### src/rtl/mem_access_unit.sv
// MIPS memory-access stage: loads/stores over a req/ack bus with big-endian lane handling.
// Optional MEM_ALIGN_CHECK_EN rejects misaligned halfword/word accesses without touching the bus.
module mem_access_unit #(
  parameter int unsigned ACK_TIMEOUT = 255
) (
  input  logic        clk,
  input  logic        rst,
  input  logic        valid_i,
  input  logic [7:0]  aluop_i,
  input  logic [31:0] mem_addr_i,
  input  logic [31:0] reg2_i,
  input  logic [4:0]  wd_i,
  input  logic        wreg_i,
  input  logic [31:0] wdata_i,
  output logic        stallreq_o,
  output logic        valid_o,
  output logic [4:0]  wd_o,
  output logic        wreg_o,
  output logic [31:0] wdata_o,
  output logic        bus_req_o,
  output logic        bus_we_o,
  output logic [31:0] bus_addr_o,
  output logic [3:0]  bus_sel_o,
  output logic [31:0] bus_wdata_o,
  input  logic [31:0] bus_rdata_i,
  input  logic        bus_ack_i,
  output logic        bus_err_o,
  output logic        misalign_o
);

  localparam logic [7:0] EXE_LB_OP  = 8'b1110_0000;
  localparam logic [7:0] EXE_LBU_OP = 8'b1110_0100;
  localparam logic [7:0] EXE_LH_OP  = 8'b1110_0001;
  localparam logic [7:0] EXE_LHU_OP = 8'b1110_0101;
  localparam logic [7:0] EXE_LW_OP  = 8'b1110_0011;
  localparam logic [7:0] EXE_SB_OP  = 8'b1110_1000;
  localparam logic [7:0] EXE_SH_OP  = 8'b1110_1001;
  localparam logic [7:0] EXE_SW_OP  = 8'b1110_1011;
  localparam logic [7:0] TO_LAST    = 8'(ACK_TIMEOUT - 1);

  typedef enum logic {IDLE, BUSY} state_t;

  state_t      state_q, state_d;
  logic [7:0]  cnt_q, cnt_d, op_q, op_d;
  logic [1:0]  off_q, off_d;
  logic [4:0]  wd_lat_q, wd_lat_d, wd_d;
  logic        wreg_lat_q, wreg_lat_d;
  logic        valid_d, wreg_d, req_d, we_d, err_d, mis_d;
  logic [31:0] wdata_d, addr_d, bwdata_d;
  logic [3:0]  sel_d;
  logic        is_mem_s, is_store_s, misalign_s;
  logic [1:0]  size_s;
  logic [3:0]  sel_s;
  logic [31:0] st_data_s, ld_data_s;
  logic [7:0]  byte_s;
  logic [15:0] half_s;

  // Decode the incoming op into access size, direction and byte lanes
  always_comb begin
    is_mem_s   = 1'b0;
    is_store_s = 1'b0;
    size_s     = 2'd0;
    case (aluop_i)
      EXE_LB_OP, EXE_LBU_OP: begin is_mem_s = 1'b1; size_s = 2'd0; end
      EXE_LH_OP, EXE_LHU_OP: begin is_mem_s = 1'b1; size_s = 2'd1; end
      EXE_LW_OP:             begin is_mem_s = 1'b1; size_s = 2'd2; end
      EXE_SB_OP: begin is_mem_s = 1'b1; is_store_s = 1'b1; size_s = 2'd0; end
      EXE_SH_OP: begin is_mem_s = 1'b1; is_store_s = 1'b1; size_s = 2'd1; end
      EXE_SW_OP: begin is_mem_s = 1'b1; is_store_s = 1'b1; size_s = 2'd2; end
      default: begin is_mem_s = 1'b0; is_store_s = 1'b0; size_s = 2'd0; end
    endcase
    case (size_s)
      2'd0: begin sel_s = 4'b1000 >> mem_addr_i[1:0]; st_data_s = {4{reg2_i[7:0]}}; end
      2'd1: begin sel_s = mem_addr_i[1] ? 4'b0011 : 4'b1100; st_data_s = {2{reg2_i[15:0]}}; end
      default: begin sel_s = 4'b1111; st_data_s = reg2_i; end
    endcase
`ifdef MEM_ALIGN_CHECK_EN
    misalign_s = is_mem_s && (((size_s == 2'd1) && mem_addr_i[0]) ||
                              ((size_s == 2'd2) && (mem_addr_i[1:0] != 2'b00)));
`else
    misalign_s = 1'b0;
`endif
  end

  // Pick the addressed lane out of the returned word and extend it (big-endian)
  always_comb begin
    case (off_q)
      2'd0:    byte_s = bus_rdata_i[31:24];
      2'd1:    byte_s = bus_rdata_i[23:16];
      2'd2:    byte_s = bus_rdata_i[15:8];
      default: byte_s = bus_rdata_i[7:0];
    endcase
    half_s = off_q[1] ? bus_rdata_i[15:0] : bus_rdata_i[31:16];
    case (op_q)
      EXE_LB_OP:  ld_data_s = {{24{byte_s[7]}}, byte_s};
      EXE_LBU_OP: ld_data_s = {24'd0, byte_s};
      EXE_LH_OP:  ld_data_s = {{16{half_s[15]}}, half_s};
      EXE_LHU_OP: ld_data_s = {16'd0, half_s};
      EXE_LW_OP:  ld_data_s = bus_rdata_i;
      default:    ld_data_s = 32'd0;
    endcase
  end

  // Next-state, stall and registered-output computation
  always_comb begin
    state_d    = state_q;
    cnt_d      = cnt_q;
    op_d       = op_q;
    off_d      = off_q;
    wd_lat_d   = wd_lat_q;
    wreg_lat_d = wreg_lat_q;
    valid_d    = 1'b0;
    wreg_d     = 1'b0;
    wd_d       = wd_o;
    wdata_d    = wdata_o;
    req_d      = bus_req_o;
    we_d       = bus_we_o;
    addr_d     = bus_addr_o;
    sel_d      = bus_sel_o;
    bwdata_d   = bus_wdata_o;
    err_d      = 1'b0;
    mis_d      = 1'b0;
    stallreq_o = 1'b0;
    case (state_q)
      IDLE: begin
        if (valid_i && is_mem_s && !misalign_s) begin
          stallreq_o = 1'b1;
          state_d    = BUSY;
          cnt_d      = 8'd0;
          op_d       = aluop_i;
          off_d      = mem_addr_i[1:0];
          wd_lat_d   = wd_i;
          wreg_lat_d = wreg_i;
          req_d      = 1'b1;
          we_d       = is_store_s;
          addr_d     = {mem_addr_i[31:2], 2'b00};
          sel_d      = sel_s;
          bwdata_d   = st_data_s;
        end else if (valid_i && is_mem_s) begin
          valid_d = 1'b1;
          wd_d    = wd_i;
          wdata_d = 32'd0;
          mis_d   = 1'b1;
        end else if (valid_i) begin
          valid_d = 1'b1;
          wd_d    = wd_i;
          wreg_d  = wreg_i;
          wdata_d = wdata_i;
        end else begin
          valid_d = 1'b0;
        end
      end
      BUSY: begin
        if (bus_ack_i) begin
          state_d = IDLE;
          req_d   = 1'b0;
          valid_d = 1'b1;
          wd_d    = wd_lat_q;
          wreg_d  = bus_we_o ? 1'b0 : wreg_lat_q;
          wdata_d = bus_we_o ? 32'd0 : ld_data_s;
        end else if (cnt_q == TO_LAST) begin
          // Abort: the missing ack still retires the slot, but with no write-back
          state_d = IDLE;
          req_d   = 1'b0;
          err_d   = 1'b1;
          valid_d = 1'b1;
          wd_d    = wd_lat_q;
          wdata_d = 32'd0;
        end else begin
          stallreq_o = 1'b1;
          cnt_d      = cnt_q + 8'd1;
        end
      end
      default: state_d = IDLE;
    endcase
  end

  // State and output registers
  always_ff @(posedge clk) begin
    if (rst) begin
      state_q     <= IDLE;
      cnt_q       <= 8'd0;
      op_q        <= 8'd0;
      off_q       <= 2'd0;
      wd_lat_q    <= 5'd0;
      wreg_lat_q  <= 1'b0;
      valid_o     <= 1'b0;
      wd_o        <= 5'd0;
      wreg_o      <= 1'b0;
      wdata_o     <= 32'd0;
      bus_req_o   <= 1'b0;
      bus_we_o    <= 1'b0;
      bus_addr_o  <= 32'd0;
      bus_sel_o   <= 4'd0;
      bus_wdata_o <= 32'd0;
      bus_err_o   <= 1'b0;
      misalign_o  <= 1'b0;
    end else begin
      state_q     <= state_d;
      cnt_q       <= cnt_d;
      op_q        <= op_d;
      off_q       <= off_d;
      wd_lat_q    <= wd_lat_d;
      wreg_lat_q  <= wreg_lat_d;
      valid_o     <= valid_d;
      wd_o        <= wd_d;
      wreg_o      <= wreg_d;
      wdata_o     <= wdata_d;
      bus_req_o   <= req_d;
      bus_we_o    <= we_d;
      bus_addr_o  <= addr_d;
      bus_sel_o   <= sel_d;
      bus_wdata_o <= bwdata_d;
      bus_err_o   <= err_d;
      misalign_o  <= mis_d;
    end
  end

endmodule

### config.mk
export PLATFORM = sky130hd
export DESIGN_NAME = mem_access_unit
export DESIGN_NICKNAME = d
export VERILOG_FILES = /design/src/rtl/mem_access_unit.sv
export SDC_FILE = /design/constraint.sdc
export NUM_CORES = 1
export LEC_CHECK = 0
export CORE_MARGIN = 4
export CORE_UTILIZATION = 26
export CTS_CLUSTER_SIZE = 24
export DETAILED_ROUTE_END_ITERATION = 10
export PLACE_DENSITY = 0.62
export SETUP_SLACK_MARGIN = 0.1
export SLEW_MARGIN = 40
export SYNTH_ARGS = -nofsm -noshare
export SYNTH_HDL_FRONTEND = slang
export SYNTH_SLANG_ARGS = --single-unit
### constraint.sdc
create_clock -name clk -period 4.7 [get_ports clk]
set_input_delay 0.705 -clock clk [delete_from_list [all_inputs] [get_ports clk]]
set_output_delay 0.705 -clock clk [all_outputs]
set_load 0.1 [all_outputs]
==> results.md, run 1 <==
Critical path:
- The category of the critical setup timing path is input pin to primary output.
- STA classifies the critical path startpoint as an input pin.
- For flop-to-flop paths, the worst setup slack is 2.19 ns.
- The critical path endpoint category is a primary output.
- The worst endpoint data arrival time is 2.62 ns.
- The most critical setup path has its startpoint at aluop_i[0].
- The launch instance of the worst register-to-register path is cnt_q[0]$_SDFFE_PP0P_.
- The capturing instance or port of the critical path is stallreq_o.
- For the worst flop-to-flop path, the logic depth is 7.
- The required time of the worst setup path is 3.99 ns.
- The reg-to-reg endpoint is wdata_o[26]$_SDFFE_PP0P_.
- The maximum fanout along the worst path is 42.

Worst hold path:
- The cell depth of the worst min-delay path is 2.
- The type of the most critical hold path is flip-flop to flip-flop.
- In this run the most critical hold path is launched from bus_addr_o[12]$_SDFFE_PP0N_.

Global routing:
- The leftover overflow at the end of global routing is 0.
- The number of antenna violations at the first check in global routing is 2.
- The maximum number of pins on one net before global-route repair is 85.
- The total routing resource utilization after global routing is 16.9%.
- The first global-routing pass estimated approximately 35 mm of wire.
- The number of global-route vias before repair is 5947.

Power:
- IR analysis of the VDD net gives a maximum drop of ~0.22 mV.
- For this design the ratio of total power to cell area is 356 nW/um2.
- The leakage power is 3.58 nW.

STA:
- The total setup violations reported at the end of the flow is 0.
- Based on the critical path, the design can be clocked at up to 301 MHz.
- At the pin with the least slew margin, the transition time is 0.804 ns.
- The number of max-slew violations in the final report is 0.
- Final hold analysis gives a worst-case slack of 0.449 ns.
- The post-route minimum period is roughly 3.3 ns.
- The accumulated negative setup slack is 0 ns.
- Headroom to the max-slew limit came out at 46.4%.
- Between clock sinks in the finished design, the worst skew comes to 0.0126 ns.
- Setup repair after global routing left no endpoint under its margin.
- The number of endpoints with negative hold slack in the final report came to 0.
- The part of the cycle the worst path needs is 70.8%.

Routing:
- The count of nets left with antenna violations after detail routing is 0.
- After detailed routing, the average wire length per cell comes to 17.9 um.
- Across all layers, the routed design uses around 6200 vias.
- For this block, the initial DRC count from the detailed router was 497.
- The detailed-router iteration count before antenna repair is 5.
- The post-detailed-route DRC marker count is 0.
- In the routed layout, each cell is associated on average with a via count of 4.83.
- After detailed routing, the total wire length is 22.9 mm.

Clock network:
- TritonCTS built the clock tree.
- The clock transition time at the flip-flop clock pins of the worst setup and hold paths is 0.06 ns.
- The H-tree generated during clock tree synthesis spans 4 levels.
- The clock reaches the later pin of the worst-skew pair after 0.43 ns.
- Counting every sink on the clock net gives 133.
- The maximum root-to-sink buffer count is 2.
- The number of hold buffers added after CTS was 0.
- After clock tree synthesis, the setup repair step added 0 buffers.
- The cell sitting at the root of the clock tree is a sky130_fd_sc_hd__clkbuf_16.
- The number of gates resized after cts is 0.
- The number of CTS-inserted buffers is 17.

Run status:
- The run finished with clean final reports.

Floorplanning:
- The die boundary width is 162 um.
- In this run the core area contains 55 standard-cell rows.
- The core outline area is 22900 um2.
- The floorplan step set the die height to 162 um.
- 258 I/O pins were placed.
- The effective utilization at floorplan is 26.8%.
- The die area is 26200 um2.

Synth:
- The dominant synthesized flop cell is sky130_fd_sc_hd__dfxtp_1.
- Counting flops with an async set or reset pin after synthesis yields a share of 0%.
- The biggest area consumer among synthesized cells is sky130_fd_sc_hd__dfxtp_1.
- Yosys printed 0 warnings.
- Yosys mapped a number of flops with a built-in enable equal to 0.
- After technology mapping, the gate count stands at 733.
- In the post-synthesis netlist, the biggest area contributors are sky130_fd_sc_hd__dfxtp_1 43%, sky130_fd_sc_hd__nand2_1 8.1%, sky130_fd_sc_hd__a21oi_1 6.3%, sky130_fd_sc_hd__nor2_1 4.4%, sky130_fd_sc_hd__a211oi_1 3.8%.
- The flip-flop and latch count after synthesis is 133.
- After synthesis, the mean cell area works out to 8.38 um2.
- The count of distinct cell types in the synthesized netlist is 68.
- Sequential elements use 43.3% of the synthesized area.
- The share of synthesized area in the top cell type comes to a little over two fifths.
- The area of the mapped netlist is around 6100 um2.

Layout:
- The final net count is 1101.
- In the final layout, the multi-input gates occupy 3170 um2.
- The filler cell count is around 2400.
- The number of antenna repair diodes is 0.
- After the flow finishes, the layout carries non-filler instances totaling around 1300.
- The library cells used most frequently in the layout, excluding fill and tap cells, are 144 x sky130_fd_sc_hd__clkdlybuf4s50_1, 132 x sky130_fd_sc_hd__nand2_1, 132 x sky130_fd_sc_hd__dfxtp_1, 108 x sky130_fd_sc_hd__buf_2, 77 x sky130_fd_sc_hd__a21oi_1.
- Of the cells placed in the final design, the portion with a size suffix greater than 1 is 19.4%.
- The register cell area after layout is roughly 2700 um2.
- The leading cell type in the layout, fill and taps excluded is sky130_fd_sc_hd__clkdlybuf4s50_1.
- The layout-stage area growth over the synthesis result is 44.9%.
- For this run, the share of the core covered by cells in the final layout is 38.9%.

Placed design:
- Input and output buffers added on the ports amount to 254.
- After detailed placement, the design holds a cell count of around 1200.
- The HPWL after detailed placement is ~17 mm.
- The routability-driven placement congestion ratio is 0.828.

Run:
- The reported max-cap violation count is 0.
-- cell families after synthesis --
family                     share of synthesized area, %
and+or+nand+nor                                    20.2
AOI/OAI and AO/OA                                  25.0
DFF                                                43.3
buffers and inverters                              5.58
muxes                                              4.62
xor gates and xnor gates                          0.855
adders and majority gates                         0.407
other                                            0.0610
-- flip-flops by register name, indices dropped and copies added, names as in the netlist, 2 cells and up --
register,flops
bus_addr_o,30
off_q,2
wd_lat_q,5
wdata_o,32
op_q,8
cnt_q,8
bus_wdata_o,32
wd_o,5
bus_sel_o,4
-- through the flow --
step                      instance area (um2)  power, mW  worst slack, ns
after CTS                                8900       3.21             1.39
after global placement                   8810       1.84             1.35
after detailed placement                 8310       1.82             1.33
after global routing                     8900       3.29             1.24
final                                    8900       3.17             1.37
after floorplan                          6150       1.60             1.99
-- how the worst min path moves through the flow --
stage / endpoint / slack [ns]
5_1_grt: bus_wdata_o[3]$_SDFFE_PP0N_ / 0.47
2_1_floorplan: wreg_lat_q$_SDFFE_PP0N_ / 0.44
6_report: bus_addr_o[12]$_SDFFE_PP0N_ / 0.45
4_1_cts: bus_addr_o[12]$_SDFFE_PP0N_ / 0.45
3_5_place_dp: bus_addr_o[15]$_SDFFE_PP0N_ / 0.44
3_3_place_gp: bus_wdata_o[23]$_SDFFE_PP0N_ / 0.44
-- layout make-up --
type,instances,share of cell area [%]
inverter,6,0.253
clock inverter,14,1.83
sequential,133,29.9
timing repair buffer,260,23.1
clock buffer,18,4.82
tap,313,4.40
multi-input combinational,535,35.6
-- power breakdown --
| part | internal (mW) | leakage [nW] | switching, mW |
|---|---|---|---|
| sequential | 1.16 | 1.08 | 0.0203 |
| clock | 0.798 | 0.283 | 0.580 |
| combinational | 0.188 | 2.22 | 0.418 |
-- cell usage after synthesis (all sizes together) (2+ instances only) --
cell	n
and3	8
a221oi	9
clkbuf	21
a21o	2
nor2b	9
a211oi	41
and4	2
nand3b	5
nand3	6
xor2	4
nor2	73
a32oi	2
a21oi	78
a22o	7
nor3	11
o221a	2
and3b	2
a22oi	21
nor3b	2
mux2	9
ha	2
nand2	132
o211a	7
xnor2	2
o21ai	42
inv	5
dfxtp	133
o31ai	2
mux2i	16
nand2b	4
buf	40
o22ai	7
or2	9
or3	2
-- critical path: stages --
cell and delay, ns:
sky130_fd_sc_hd__clkdlybuf4s50_1 0.59, sky130_fd_sc_hd__nor2b_1 0.30, sky130_fd_sc_hd__o211a_4 0.50, sky130_fd_sc_hd__nor2_1 0.14, sky130_fd_sc_hd__inv_1 0.08, sky130_fd_sc_hd__buf_4 0.28
-- routing by layer --
metal | track usage (%) | part of all wire [%] | vias to the layer above
met1 | 22.8 | 46 | 2874
met2 | 25.9 | 44 | 242
met4 | 3.77 | 1.1 | 4
met3 | 6.22 | 8.7 | 21
li1 | - | - | 3032
met5 | 0 | 0.096 | -
Note: power is estimated with default switching activity, not from simulation.
==> run 2: changes to the inputs <==
- clock period: 4.7 -> 3.39 ns (I/O delays scaled with it)
==> results.md, run 2 (same netlist as run 1, synthesis figures left out) <==
Run status:
- The flow ran to the end, and the final reports show no timing, DRC or antenna violations.

STA:
- Setup repair after global routing left no endpoint under its margin.
- The accumulated negative setup slack is 0 ns.
- The worst path in the final design needs a cycle of 2.85 ns, including I/O delays and setup.
- The actual transition at the worst max-transition pin is a little over 0.7 ns.
- The final hold slack is 0.451 ns.
- The total setup violations reported at the end of the flow is 0.
- The number of endpoints with negative hold slack in the final report came to 0.
- The headroom to the max-slew limit is 51.8%.
- On the final layout, the worst clock skew is 0.0109 ns.
- The part of the cycle the worst path needs is ~84%.
- The number of max-slew violations in the final report is 0.
- The achievable clock frequency is 351 MHz.

Power:
- VDD sags by at most 0.273 mV.
- The leakage power is about 3.6 nW.
- The power density over cell area is between 400 and 500 nW/um2.
- The total power is 4.41 mW.

Floorplanning:
- For this configuration, the core starts out at a cell density of 26.8%.
- Pin placement for this block handled 258 I/O pins.
- The die is 162 um wide.
- The die area is 26200 um2.
- The core outline area is 22900 um2.
- The floorplan has 55 rows.
- In this run the vertical extent of the chip is 162 um.

Critical path:
- Among the stages of the critical path, the cell type that occurs most often is sky130_fd_sc_hd__inv_1.
- The startpoint identified for the worst register-to-register timing path is cnt_q[0]$_SDFFE_PP0P_.
- The maximum fanout along the worst path is 7.
- The worst setup slack for register-to-register paths is between 0.8 and 0.9 ns.
- The worst endpoint data arrival time is 2.34 ns.
- The worst setup path is of the flip-flop to primary output kind.
- The slowest stage of the critical path is the sky130_fd_sc_hd__a21oi_1 cell.
- The reg-to-reg endpoint is wdata_o[15]$_SDFFE_PP0P_.
- The dominant delay contributor by cell family on the critical path is compound AO/OA/AOI/OAI gates.
- The start point of the critical path is cnt_q[0]$_SDFFE_PP0P_.
- The stage delay of the slowest cell on the critical path is between 0.5 and 0.6 ns.
- The required time of the worst setup path is 2.88 ns.
- The number of buffers and inverters on the critical path is 3.
- The worst-case reg-to-reg path depth is 8.
- Walking the worst path, the cells encountered are inv_1 -> ha_1 -> and3_1 -> a21oi_1 -> nor2_1 -> inv_1 -> buf_12.
- The worst setup path is captured at a primary output.
- The element type at the critical path start is a flip-flop.

Worst hold path:
- The endpoint with the worst hold slack is bus_addr_o[22]$_SDFFE_PP0N_.
- The tightest min-delay check is of the flip-flop to flip-flop type.
- The startpoint identified for the worst hold timing path is bus_addr_o[22]$_SDFFE_PP0N_.
- The cell depth of the worst min-delay path is 2.

Layout:
- Cells fill between 30% and 40% of the core in the end.
- Cells with a size suffix above 1 make up 19.8% of the layout.
- The filler cell count is 2375.
- The top cell types in the final layout, fill and taps aside, are 144 x sky130_fd_sc_hd__clkdlybuf4s50_1, 133 x sky130_fd_sc_hd__dfxtp_1, 132 x sky130_fd_sc_hd__nand2_1, 103 x sky130_fd_sc_hd__buf_2, 77 x sky130_fd_sc_hd__a21oi_1.
- The layout-stage area growth over the synthesis result is 46.7%.
- Leaving out fill and tap cells, the most frequent cell in the layout is sky130_fd_sc_hd__clkdlybuf4s50_1.
- In the final design database the tool counted 1109 nets.
- The number of antenna repair diodes is 0.
- The largest registers in the layout are bus_wdata_o x32, wdata_o x32, bus_addr_o x30.
- The non-filler instance count after layout is 1286.

Clock network:
- The tree is rooted in a sky130_fd_sc_hd__clkbuf_16.
- CTS saw 133 sinks.
- Buffers inserted to repair hold after CTS numbered 0.
- The H-tree was split into 4 levels.
- The clock latency on the worst-skew pair is 0.42 ns.
- Clock-pin slew was measured on the worst setup and hold paths at 0.07 ns.
- The maximum root-to-sink buffer count is 2.
- The number of gates resized after cts is 0.
- The TritonCTS clock tree is yes.
- Buffers inserted during clock tree synthesis total 17.
- Once the clock tree was built, the setup fixing pass inserted 0 buffers.

Routing:
- The average wire per cell in the routed design is 17.7 um.
- The detailed-route wire length is about 23 mm.
- The count of nets left with antenna violations after detail routing is 0.
- After detailed routing, the number of vias per cell comes to approximately 4.8.
- The iteration-0 DRC count of the detailed router is 353.
- The total vias in the final route is 6165.
- The detailed-router iteration count before antenna repair is 5.
- The post-detailed-route DRC marker count is 0.

Global routing:
- The number of global-route vias before repair is 6052.
- Entering global routing, the biggest net connects between 100 and 150 pins.
- The global-route wire length before repair is 34.8 mm.
- The number of antenna violations at the first check in global routing was 1.
- Across every metal layer, demand over resource in global routing totals between 15 and 20%.
- The leftover overflow at the end of global routing is 0.

Placed design:
- The HPWL after detailed placement is 16.7 mm.
- During placement, the flow inserted port buffers numbering 254.
- The routability-driven placement congestion ratio is 0.857.
- Including well taps, the total number of placed cells is 1255.

Run:
- The tool flagged a number of max-cap violations equal to 0.
[run 2: cell type report]
class                      instances  area, um2  share of cell area [%]
clock inverter                    14        178                    1.97
clock buffer                      17        425                    4.72
sequential                       133       2660                    29.5
inverter                           6       22.5                   0.250
timing repair buffer             268       2170                    24.1
multi-input combinational        535       3160                    35.1
tap                              313        392                    4.34
[run 2: worst max-delay path by stage]
stage                                    end  cells after the start
global placement     wdata_o[6]$_SDFFE_PP0P_                      7
floorplan           wdata_o[17]$_SDFFE_PP0P_                      8
CTS                               stallreq_o                      7
finish                            stallreq_o                      7
global route                      stallreq_o                      7
detailed placement  wdata_o[15]$_SDFFE_PP0P_                      7
[run 2: per-layer routing]
layer	part of all wire, %	global-route usage, %	vias to the layer above
li1	-	-	3043
met2	44	26.0	242
met1	46	22.5	2852
met4	1.6	4.96	2
met5	0.057	0	-
met3	8.7	5.51	26
[run 2: where the power goes]
part | total [mW] | internal, mW | switching (mW)
Sequential | 1.64 | 1.62 | 0.0284
Clock | 1.92 | 1.16 | 0.757
Combinational | 0.848 | 0.270 | 0.578
Total | 4.41 | 3.05 | 1.36
[run 2: worst reg2reg max path: stages (launching register included)]
cell                       delay (ns)
sky130_fd_sc_hd__dfxtp_1         0.35
sky130_fd_sc_hd__inv_1           0.08
sky130_fd_sc_hd__ha_1            0.19
sky130_fd_sc_hd__and3_1          0.22
sky130_fd_sc_hd__a21oi_1         0.57
sky130_fd_sc_hd__or2_1           0.47
sky130_fd_sc_hd__buf_4           0.26
sky130_fd_sc_hd__o21ai_1         0.07
sky130_fd_sc_hd__a211oi_1        0.24
[run 2: metrics by stage]
step | area (um2) | worst slack (ns)
global route | 9010 | 0.350
global placement | 8900 | 0.414
detailed placement | 8410 | 0.554
finish | 9010 | 0.542
floorplan | 6150 | 1.04
CTS | 9010 | 0.507
==> run 3: changes to the inputs <==
- clock period: 3.39 -> 2.95 ns (I/O delays scaled with it)
==> results.md, run 3 (same netlist as run 1, synthesis figures left out) <==
Routing:
- Detailed routing inserted a total of 6189 vias.
- The detailed-route wire length is 22.8 mm.
- Dividing the detail-routed wire length by the instance count gives 17.6 um.
- Once detail routing completed, the nets flagged for antenna violations numbered 0.
- After detailed routing, the number of remaining DRC violations is 0.
- The iteration-0 DRC count of the detailed router is 364.
- The mean number of vias per cell is 4.78.
- The detailed-router iteration count before antenna repair is 4.

STA:
- The worst path in the final design needs a cycle of 2.56 ns, including I/O delays and setup.
- For the final routed database, the setup TNS stands at 0 ns.
- Measured against its own limit, the worst slew margin works out to a little under three fifths.
- Derived from the worst setup path, the maximum achievable clock frequency is 390 MHz.
- The number of max-slew violations in the final report was 0.
- The worst path uses 86.9% of the clock period.
- Setup repair after global routing left no endpoint under its margin.
- At the pin with the least slew margin, the transition time is 0.666 ns.
- The setup skew after layout is 0.00884 ns.
- On the final layout, the worst hold slack is 0.453 ns.
- Setup violations remaining at the end of the flow were counted as 0.
- The number of endpoints with negative hold slack in the final report came to 0.

Critical path:
- The stage delay of the slowest cell on the critical path is ~0.36 ns.
- The worst setup path is launched from a flip-flop.
- The required time of the worst setup path is 2.51 ns.
- The critical path starts at cnt_q[0]$_SDFFE_PP0P_.
- The critical path is of the flip-flop to primary output type.
- The maximum fanout along the worst path is 5.
- The worst endpoint data arrival time is 2.12 ns.
- Traced cell by cell, the critical path runs through inv_1 -> ha_1 -> and3_1 -> a21oi_2 -> buf_4 -> nor2_1 -> inv_1 -> buf_12.
- By instance count, the cell type seen most on the critical path is sky130_fd_sc_hd__inv_1.
- The critical path endpoint category is a primary output.
- The largest individual stage delay along the critical path comes from the cell sky130_fd_sc_hd__dfxtp_1.
- The launch instance of the worst register-to-register path is cnt_q[0]$_SDFFE_PP0P_.

Clock network:
- The cell at the root of the clock tree is sky130_fd_sc_hd__clkbuf_16.
- The clock latency on the worst-skew pair is 0.42 ns.
- The maximum root-to-sink buffer count is 2.
- Buffers inserted to repair hold after CTS numbered 0.
- The H-tree generated during clock tree synthesis spans 4 levels.
- After clock tree synthesis, the clock-pin slew on the worst setup and hold paths is 0.06 ns.
- The TritonCTS clock tree is yes.
- In this run, CTS created clock tree buffers numbering 17.
- For this design, the sink count on the clock tree is 133.

Layout:
- The layout has 2333 filler cells.
- The layout-stage area growth over the synthesis result is 51.9%.
- Leaving out fill and tap cells, the most frequent cell in the layout is sky130_fd_sc_hd__clkdlybuf4s50_1.
- Leaving out fill and tap cells, the most frequent cells in the layout are 144 x sky130_fd_sc_hd__clkdlybuf4s50_1, 133 x sky130_fd_sc_hd__dfxtp_1, 132 x sky130_fd_sc_hd__nand2_1, 128 x sky130_fd_sc_hd__buf_4, 76 x sky130_fd_sc_hd__a21oi_1.
- In the final layout, the share of cells above drive strength 1 is 20.5%.
- The final net count is 1116.
- 0 antenna diodes ended up in the layout.
- The largest registers in the layout are bus_wdata_o x32, wdata_o x32, bus_addr_o x30.
- Cells fill 40.7% of the core in the end.

Global routing:
- Entering global routing, the biggest net connects between 60 and 70 pins.
- The number of global-route vias before repair is 6194.
- The first global-routing pass estimated about 35 mm of wire.
- The number of antenna violations at the first check in global routing is 1.
- The total routing resource utilization after global routing is 16.9%.
- Summed over all layers, the global routing overflow is 0.

Worst hold path:
- The type of the most critical hold path is flip-flop to flip-flop.
- The hold path startpoint is wd_lat_q[0]$_SDFFE_PP0N_.

Run:
- Across the run, the number of max-cap violations was 0.

Power:
- The combinational cell fraction of total power is about 19%.
- Summed over all cells, the static leakage comes to 3.68 nW.
- The share of total power in sequential cells is 36.3%.
- Dividing total power by cell area gives a power density of 557 nW/um2.
- The clock network is responsible for 44.3% of the overall power.
- For this design the total switching power over the nets is roughly 1.6 mW.
- The internal power component is between 3 and 4 mW.
- IR analysis of the VDD net gives a maximum drop of 0.324 mV.
- The net switching fraction of the power is 30.4%.

Placed design:
- During placement, the flow inserted port buffers numbering 254.
- Once detailed placement completed, the half-perimeter wirelength came to 17.0 mm.
- The routability-driven placement congestion ratio is 0.859.

Floorplanning:
- Row generation in the floorplan step produced 55 rows.
- The die covers 26200 um2.
- The die is 162 um tall.
- Pin placement for this block handled 258 I/O pins.
- The total area inside the core boundary comes to 22900 um2.
- For this configuration, the core starts out at a cell density of roughly 27%.
- The die boundary width is 162 um.

Run status:
- The flow ran to the end, and the final reports show no timing, DRC or antenna violations.
## run 3: cell count changes in the layout (fill, tap and decap cells not counted), sizes merged
cell	previous run	this run
buf	124	131
bufinv	3	4
clkbuf	17	18
clkinv	8	5
clkinvlp	1	2
inv	8	9
## run 3: worst max-delay path, delay by kind of cell, from the launching register on
family                     cells  cell delay, ns
and+or+nand+nor                2            0.31
DFF                            1            0.36
buffers and inverters          4            0.55
adders and majority gates      1            0.20
AOI/OAI and AO/OA              1            0.29
## run 3: power groups by stage
stage / combinational (mW) / clock (mW) / sequential (mW)
after floorplan: 0.220 / 0 / 2.34
after global placement: 1.00 / 0 / 1.93
after detailed placement: 1.01 / 0 / 1.93
after CTS: 1.01 / 2.36 / 1.89
after global routing: 1.05 / 2.43 / 1.90
final: 1.01 / 2.30 / 1.89
## run 3: repair_timing
item,CTS,global route
buffers inserted,0,0
resized for setup,0,1
endpoints found under the setup margin,0,1
## run 3: area by class of cell
cell class | count | area (um2) | share of cell area [%]
inverter | 6 | 22.5 | 0.241
multi-input combinational | 535 | 3170 | 33.9
timing repair buffer | 275 | 2460 | 26.4
clock inverter | 14 | 198 | 2.12
tap | 313 | 392 | 4.20
sequential | 133 | 2660 | 28.5
clock buffer | 18 | 429 | 4.60
## run 3: final timing paths
path	end	slack, ns	depth (start not counted)
setup reg to reg	wdata_o[26]$_SDFFE_PP0P_	0.72	9
hold reg to reg	wd_lat_q[0]$_SDFFE_PP0N_	0.45	2
setup / recovery	stallreq_o	0.39	8
hold / removal	wd_lat_q[0]$_SDFFE_PP0N_	0.45	2
## run 3: metrics by stage
stage | cell area (um2) | power (mW) | worst slack (ns) | cells
after floorplan | 6150 | 2.55 | 0.603 | 735
after global placement | 8700 | 2.93 | 0.150 | 1262
after detailed placement | 8700 | 2.94 | 0.132 | 1262
after CTS | 9330 | 5.26 | 0.222 | 1294
after global routing | 9330 | 5.38 | 0.237 | 1294
final | 9330 | 5.20 | 0.387 | 1294
## run 3: routing by layer
metal | global-route usage [%] | vias to the layer above | wire (um)
li1 | - | 3059 | -
met3 | 6.04 | 28 | 2170
met4 | 5.27 | 2 | 420
met1 | 21.6 | 2855 | 10000
met2 | 27.0 | 245 | 10200
met5 | 0 | - | 8
